File: src/rtl/adder_share_arbiter.sv
// Purpose : round-robin share of one external combinational adder between two requesters,
//           with a registered sum/carry response slot per requester.
// Latency : result visible 1 cycle after the req handshake; backpressure: a full, unaccepted slot blocks its requester.
// Ports   : clk/rst_n; reqN_valid/a/b/ready (operand handshake); rspN_valid/sum/carry/ready (result handshake);
//           add_in_1/add_in_2 -> shared adder, add_sum <- shared adder; contention_cnt (saturating).
module adder_share_arbiter #(
  parameter int WIDTH = 32,
  parameter int CNT_W = 16
) (
  input  logic             clk,
  input  logic             rst_n,
  input  logic             req0_valid,
  input  logic [WIDTH-1:0] req0_a,
  input  logic [WIDTH-1:0] req0_b,
  output logic             req0_ready,
  input  logic             req1_valid,
  input  logic [WIDTH-1:0] req1_a,
  input  logic [WIDTH-1:0] req1_b,
  output logic             req1_ready,
  output logic             rsp0_valid,
  output logic [WIDTH-1:0] rsp0_sum,
  output logic             rsp0_carry,
  input  logic             rsp0_ready,
  output logic             rsp1_valid,
  output logic [WIDTH-1:0] rsp1_sum,
  output logic             rsp1_carry,
  input  logic             rsp1_ready,
  output logic [WIDTH-1:0] add_in_1,
  output logic [WIDTH-1:0] add_in_2,
  input  logic [WIDTH-1:0] add_sum,
  output logic [CNT_W-1:0] contention_cnt
);

  localparam logic [CNT_W-1:0] CNT_MAX = '1;

  logic ptr;          // 0: req0 wins a tie, 1: req1 wins a tie
  logic slot_free0, slot_free1;
  logic elig0, elig1;
  logic grant0, grant1;
  logic carry;

  // A slot being drained this cycle can accept a new result in the same cycle.
  assign slot_free0 = !rsp0_valid || rsp0_ready;
  assign slot_free1 = !rsp1_valid || rsp1_ready;
  assign elig0      = req0_valid && slot_free0;
  assign elig1      = req1_valid && slot_free1;

  // Grants are forced low while reset is held so no handshake is seen during reset.
  assign grant0 = rst_n && elig0 && (!elig1 || !ptr);
  assign grant1 = rst_n && elig1 && (!elig0 ||  ptr);

  assign req0_ready = grant0;
  assign req1_ready = grant1;

  // Idle cycles steer req0 operands so the adder inputs are never undefined.
  assign add_in_1 = grant1 ? req1_a : req0_a;
  assign add_in_2 = grant1 ? req1_b : req0_b;

  // Unsigned wrap detection: a modular sum smaller than one operand means a carry out.
  assign carry = (add_sum < add_in_1);

  always_ff @(posedge clk or negedge rst_n) begin
    if (!rst_n) begin
      rsp0_valid <= 1'b0;
      rsp0_sum   <= '0;
      rsp0_carry <= 1'b0;
    end else if (grant0) begin
      rsp0_valid <= 1'b1;
      rsp0_sum   <= add_sum;
      rsp0_carry <= carry;
    end else if (rsp0_ready) begin
      rsp0_valid <= 1'b0;
    end
  end

  always_ff @(posedge clk or negedge rst_n) begin
    if (!rst_n) begin
      rsp1_valid <= 1'b0;
      rsp1_sum   <= '0;
      rsp1_carry <= 1'b0;
    end else if (grant1) begin
      rsp1_valid <= 1'b1;
      rsp1_sum   <= add_sum;
      rsp1_carry <= carry;
    end else if (rsp1_ready) begin
      rsp1_valid <= 1'b0;
    end
  end

  // After a grant the other requester gets the next tie.
  always_ff @(posedge clk or negedge rst_n) begin
    if (!rst_n) begin
      ptr <= 1'b0;
    end else if (grant0) begin
      ptr <= 1'b1;
    end else if (grant1) begin
      ptr <= 1'b0;
    end
  end

  always_ff @(posedge clk or negedge rst_n) begin
    if (!rst_n) begin
      contention_cnt <= '0;
    end else if (elig0 && elig1 && (contention_cnt != CNT_MAX)) begin
      contention_cnt <= contention_cnt + 1'b1;
    end
  end

endmodule

File: config.mk
export PLATFORM = sky130hd
export DESIGN_NAME = adder_share_arbiter
export DESIGN_NICKNAME = d
export VERILOG_FILES = /design/src/rtl/adder_share_arbiter.sv
export SDC_FILE = /design/constraint.sdc
export NUM_CORES = 1
export LEC_CHECK = 0
export CAP_MARGIN = 20
export CORE_AREA = 5 5 120 122
export CTS_CLUSTER_DIAMETER = 60
export DETAILED_ROUTE_END_ITERATION = 8
export DIE_AREA = 0 0 125 127
export PLACE_DENSITY = 0.82
export SYNTH_ARGS = -nofsm -noshare
export SYNTH_HDL_FRONTEND = slang
export SYNTH_SLANG_ARGS = --single-unit
File: constraint.sdc
create_clock -name clk -period 4.1 [get_ports clk]
set_clock_uncertainty 0.15 [all_clocks]
set_input_delay 1.025 -clock clk [delete_from_list [all_inputs] [get_ports clk]]
set_output_delay 1.025 -clock clk [all_outputs]
set_load 0.01 [all_outputs]
==> metrics.md <==
| Metric | Value |
|---|---|
| Reg-to-reg critical path startpoint | `rsp1_valid` |
| Initial Utilization | `0.373` |
| DRT antenna net count | `0` |
| Slew Limit Fails | `0` |
| CTS Buffer Depth | `2` |
| Drt first-iter violations | `246` |
| Initial antenna violation count | `1` |
| Max FO, Critical Path | `27` |
| Largest net degree at the start of global routing | `45` |
| Mapped Cells | `613` |
| Inserted Clock Buffers | `9` |
| Avg Inst Size Synth | `7.97 um2` |
| Count leader, synth | `nand2_1` |
| Asr flop ratio synth | `1.00` |
| Hold path startpoint | `rsp1_sum[11]` |
| Final worst slack | `-74.7 ps` |
| Port Buffers | `315` |
| Critical path type | `in2out` |
| Fin crit share | `1.02` |
| DRC errors left | `0` |
| Detailed Route WL | `19600 um` |
| Max Fclk | `0.240 GHz` |
| Design Area, Final | `9060 um2` |
| DIE AREA | `15900 um2` |
| Total global routing overflow | `0` |
| R2R cell count | `13` |
| CP endpoint kind | `output port` |
| Slew @ Worst Pin | `582 ps` |
| Hold Crit Class | `reg2reg` |
| CTS tree | `done` |
| Required time of the critical path | `2920 ps` |
| First-pass GRT wire length | `29700 um` |
| Clk_lat worst skew | `340 ps` |
| Max IR drop VDD | `0.213 mV` |
| Hpwl dp | `15400 um` |
| Root Driver | `clkbuf_16` |
| Setup crit start kind | `input port` |
| Final estimated routing congestion in global placement | `0.906` |
| Reg clk slew, reported paths | `60 ps` |
| TritonRoute pass-1 iters | `4` |
| Post-synth top cells | `316 x nand2_1, 85 x dfrtp_1, 32 x ha_1, 32 x inv_1, 28 x mux2i_1` |
| Final setup violation count | `23` |
| Reg2reg end | `rsp1_carry` |
| Post-synth EDFFs | `0` |
| RSZ-0062 raised after global routing | `true` |
| Maxcap violations | `0` |
| Vias in the first global route | `5772` |
| Die width | `125 um` |
| Total GRT Usage | `0.235` |
| Mean routed wirelength per cell | `17.1 um` |
| Synth Flop Type | `dfrtp_1` |
| Outcome | `complete, but fails checks` |
| Cell variety after synth | `43` |
| Static leakage | `0.00469 uW` |
| Synth area leaders | `dfrtp_1 44%, nand2_1 24%, ha_1 8.2%` |
| Worst hold path depth | `2` |
| Non-filler instance count after layout | `1146` |
| Syn_nets | `811` |
| Dpl cells | `1127` |
| Clock sinks | `85` |
| Slew HR | `0.612` |
| Power per Cell Area | `368 nW/um2` |
| Worst Hold Endpoint | `rsp1_sum[11]` |
| Synthesized cell area | `4890 um2` |
| Violated checks | `negative setup slack` |
| Crit path arrival time | `3000 ps` |
| Routed via count | `5541` |
| Final nets | `1162` |
| Internal reg-to-reg setup slack | `1060 ps` |
| Post-synthesis sequential area ratio | `0.435` |
| Io pins | `316` |
| Vias/cell | `4.84` |
| CTS H-tree lvls | `3` |
| Final Hold Fails | `0` |
| Syn-to-layout area delta | `85.4%` |
| Synth top area share | `0.435` |
| Layout cells sized above 1 | `0.0970` |
| #FFs+latches synth | `85` |
| Row cnt | `42` |
| Hold_buf cts | `0` |
| Core area | `13100 um2` |
| Area leader, netlist | `dfrtp_1` |
| Synth warn | `0` |
| Die Height | `127 um` |
| Post-DP Area | `8580 um2` |
| Final min period | `4170 ps` |
-- final cells by class --
cell class / instances / area (um2)
antenna: 1 / 2.50
clock buffer: 11 / 243
clock inverter: 5 / 60.1
fill: 1023 / 4020
inverter: 34 / 130
multi-input combinational: 467 / 2590
sequential: 85 / 2130
tap: 176 / 220
timing repair buffer: 367 / 3690
-- cell families after synthesis --
family	count (synthesis)	share of synthesized area
simple gates	357	0.299
flops	85	0.435
buf+inv	61	0.0522
compound gates	36	0.0484
fa+ha+maj	32	0.0819
mux	29	0.0597
xor+xnor	13	0.0233
-- worst max-delay path, stage by stage --
cell             delay, ps
clkdlybuf4s50_1        420
nand2b_1               170
and3_4                 200
nand2_4                130
buf_12                 210
mux2i_2                280
inv_1                   70
clkdlybuf4s50_1        480
-- worst max path at each step --
stage	from	to	depth (start not counted)
after floorplan	rsp1_ready	rsp0_carry	14
after detailed placement	rsp1_ready	rsp1_carry	14
after global routing	rsp0_ready	add_in_1[6]	8
after global placement	rsp1_ready	add_in_1[26]	8
after CTS	rsp1_ready	add_in_1[6]	8
final	rsp1_ready	add_in_1[6]	8
-- stage by stage --
stage	total power [uW]	TNS, ps	util	setup slack (ps)	hold WS [ps]
2_1_floorplan	1620	0	-	583	314
3_3_place_gp	2480	-3040	0.655	-140	306
3_5_place_dp	2500	-3450	0.655	-169	311
4_1_cts	3360	-2090	0.685	-81.0	325
5_1_grt	3510	-3470	0.692	-185	337
6_report	3330	-1080	0.692	-74.7	324
-- where the power goes --
group | internal, uW | switching (uW) | leakage [uW] | total [uW]
logic | 763 | 595 | 0.00348 | 1360
registers | 1020 | 122 | 0.00107 | 1140
clock network | 490 | 344 | 0.000146 | 834
-- timing repair --
item,in CTS,in global routing
cloned,1,0
setup buffers,0,1
resized for setup,22,32
pin swaps,2,0
setup endpoints to repair,63,56
-- metal layers --
layer / track usage / part of all wire / vias up
li1: - / - / 2676
met1: 0.253 / 0.38 / 2585
met2: 0.441 / 0.52 / 237
met3: 0.0618 / 0.066 / 43
met4: 0.0931 / 0.032 / 0
met5: 0 / 0 / -
-- registers in the layout (all words and copies together) (netlist names) --
| register | flops |
|---|---|
| ptr | 1 |
| rsp0_carry | 1 |
| rsp1_sum | 32 |
| rsp0_valid | 1 |
| rsp0_sum | 32 |
| rsp1_valid | 1 |
| rsp1_carry | 1 |
| contention_cnt | 16 |
-- layout by cell type, fill, tap and decap left out, drive strengths merged, types with 2 or more instances in the layout --
| cell type | n |
|---|---|
| a211oi | 4 |
| a21oi | 10 |
| a41oi | 2 |
| and3 | 8 |
| and4 | 2 |
| buf | 52 |
| clkbuf | 11 |
| clkdlybuf4s50 | 279 |
| clkinv | 4 |
| dfrtp | 85 |
| dlygate4sd2 | 9 |
| dlymetal6s2s | 26 |
| ha | 32 |
| inv | 33 |
| mux2i | 28 |
| nand2 | 316 |
| nand2b | 2 |
| nand3 | 10 |
| nand4 | 10 |
| nor2 | 4 |
| nor3 | 2 |
| o21a | 3 |
| o21ai | 8 |
| xnor2 | 12 |
(Power assumes the default switching activity.)
==> patch: new RTL, same settings <==
Register the output `contention_cnt` once more, cleared by the reset; this adds one clock of latency there. The other outputs are not delayed to match.
--- a/src/rtl/adder_share_arbiter.sv
+++ b/src/rtl/adder_share_arbiter.sv
@@ -33,4 +33,6 @@
 
   localparam logic [CNT_W-1:0] CNT_MAX = '1;
+
+  logic [CNT_W-1:0] contention_cnt_s0;
 
   logic ptr;          // 0: req0 wins a tie, 1: req1 wins a tie
@@ -101,7 +103,15 @@
   always_ff @(posedge clk or negedge rst_n) begin
     if (!rst_n) begin
+      contention_cnt_s0 <= '0;
+    end else if (elig0 && elig1 && (contention_cnt_s0 != CNT_MAX)) begin
+      contention_cnt_s0 <= contention_cnt_s0 + 1'b1;
+    end
+  end
+
+  always_ff @(posedge clk or negedge rst_n) begin
+    if (!rst_n) begin
       contention_cnt <= '0;
-    end else if (elig0 && elig1 && (contention_cnt != CNT_MAX)) begin
-      contention_cnt <= contention_cnt + 1'b1;
+    end else begin
+      contention_cnt <= contention_cnt_s0;
     end
   end
Check against the original RTL: not equivalent (Yosys sat finds a counterexample within 4 cycles, from zero or initial values and one cycle with rst_n low).
==> patch against the unedited design <==
Power increased by 7.6%; routed wire length increased by 4.8%; count of clock-buffer cells in the layout decreased by 2; final area increased by 5.9%; synthesized area increased by 8.1%; largest power group unchanged; the run still ends with negative setup slack left; clock power increased by 4.8%; sequential cell count increased by 16; critical endpoint is now add_in_1[22]; synthesized cell count increased by 0.33%; worst setup slack improved by 0.0030 ns.
==> patch: results (changes against the unedited design) <==
[sta]
slew_headroom_pct=44.1  ; was 61.2%
setup_ws_ns=-0.0717  ; was -0.0747 ns
tns_ns=-0.643  ; was -1.08 ns
holdWs_ns=0.282  ; was 0.324 ns
setup_viol=14  ; was 23

[status]
outcome=finished with violations  ; unchanged
violations=negative setup slack  ; unchanged

[final_layout]
fillCellCount=950  ; was 1,023
antennaDiodeCount=0  ; was 1
stdcell_count=1157  ; was 1,146
clockNetworkAreaShare_pct=3.22  ; was 3.34%
drive_gt1_share_pct=11.6  ; was 9.70%
seq_area_um2=2530  ; was 2130 µm²
nNonClkBuffers=375  ; was 367
reg.largest.list=rsp0_sum: 32 flops, rsp1_sum: 32 flops  ; was rsp0_sum: 32 flops, rsp1_sum: 32 flops, contention_cnt: 16 flops
multi_input_cells=456  ; was 467
inv_count=33  ; was 34
multi_input_area_um2=2720  ; was 2590 µm²

[hold_path]
holdPathStages=0  ; was 2
holdPathEnd=contention_cnt[15]  ; was rsp1_sum[11]
hp-start=contention_cnt_s0[15]  ; was rsp1_sum[11]

[worst_setup_path]
cp-endpoint=add_in_1[22]  ; was add_in_1[6]
r2r_slack_ns=0.99  ; was 1.06 ns
r2r_start=rsp0_valid  ; was rsp1_valid
r2r_end=rsp0_carry  ; was rsp1_carry
critPathTopFamily=buffers and inverters  ; unchanged
worstRegToRegCells=12  ; was 13
crit_fanout=16  ; was 27
crit_start=rsp0_ready  ; was rsp1_ready

[power_and_ir_drop]
max-vdd-ir-drop_mv=0.202  ; was 0.213 mV
p_int_mw=2.42  ; was 2.27 mW
clkPwrFrac_pct=24.4  ; was 25.0%
p_sw_share_pct=32.6  ; was 31.8%
p_leak_nw=4.84  ; was 4.69 nW

[global_routing]
grt_pass1_wl_mm=31.1  ; was 29.7 mm
track_usage_pct=24.7  ; was 23.5%
grt_pass1_vias=5641  ; was 5,772
grt_antenna_before_repair=0  ; was 1

[clock_network]
cts.sink_count=101  ; was 85
path_clk_slew_ns=0.08  ; was 0.06 ns

[yosys]
muxShareOfSynthArea_pct=6.87  ; was 5.97%
ys_top_cells_by_count=nand2_1, dfrtp_1, mux2i_1, ha_1, inv_1  ; was nand2_1, dfrtp_1, ha_1, inv_1, mux2i_1
synth-xor-area-share_pct=2.32  ; was 2.33%
synth_area_leaders=dfrtp_1, nand2_1, ha_1, mux2i_1, inv_1  ; unchanged
ys_types=37  ; was 43
yosysSeqAreaShare_pct=47.9  ; was 43.5%
post_synth.cell_area_avg_um2=8.59  ; was 7.97 µm²
synth_compound_area_share_pct=4.64  ; was 4.84%
synth-adder-area-share_pct=7.58  ; was 8.19%

[route]
wl_per_cell_um=17.7  ; was 17.1 µm
drt_iter0_drc=200  ; was 246
viasPerCell=4.85  ; was 4.84

[place]
dp_hpwl_mm=15.9  ; was 15.4 mm
place_inst=1137  ; was 1,127
place_area_um2=9030  ; was 8580 µm²
gp_congestion=0.967  ; was 0.906

==> patch: cell types whose count changed in the layout (fill, tap and decap cells not counted), sizes merged, moves of 6 or more <==
cell,change
dfrtp,+16
dlygate4sd2,+13
nand2,-16
dlymetal6s2s,-9
buf,+9
mux2i,+6
==> patch: layer usage <==
| layer | up-vias | GRT usage [%] | wire length (µm) |
|---|---|---|---|
| li1 | 2698 | - | - |
| met1 | 2644 | 30.0 | 8100 |
| met2 | 218 | 43.1 | 10300 |
| met3 | 49 | 5.76 | 1320 |
| met4 | 0 | 9.31 | 770 |
| met5 | - | 0 | 0 |
==> patch: through the flow <==
stage | worst slack (ns) | util, %
after floorplan | 0.489 | -
after global placement | -0.137 | 69.0
after detailed placement | -0.137 | 69.0
after CTS | -0.0767 | 72.1
after global routing | -0.170 | 73.3
final | -0.0717 | 73.3
==> patch: timing repair <==
item / 4_1_cts / 5_1_grt
endpoints found under the setup margin: 52 / 41
resized for setup: 47 / 31
pin swaps: 1 / 0
setup buffers: 1 / 3
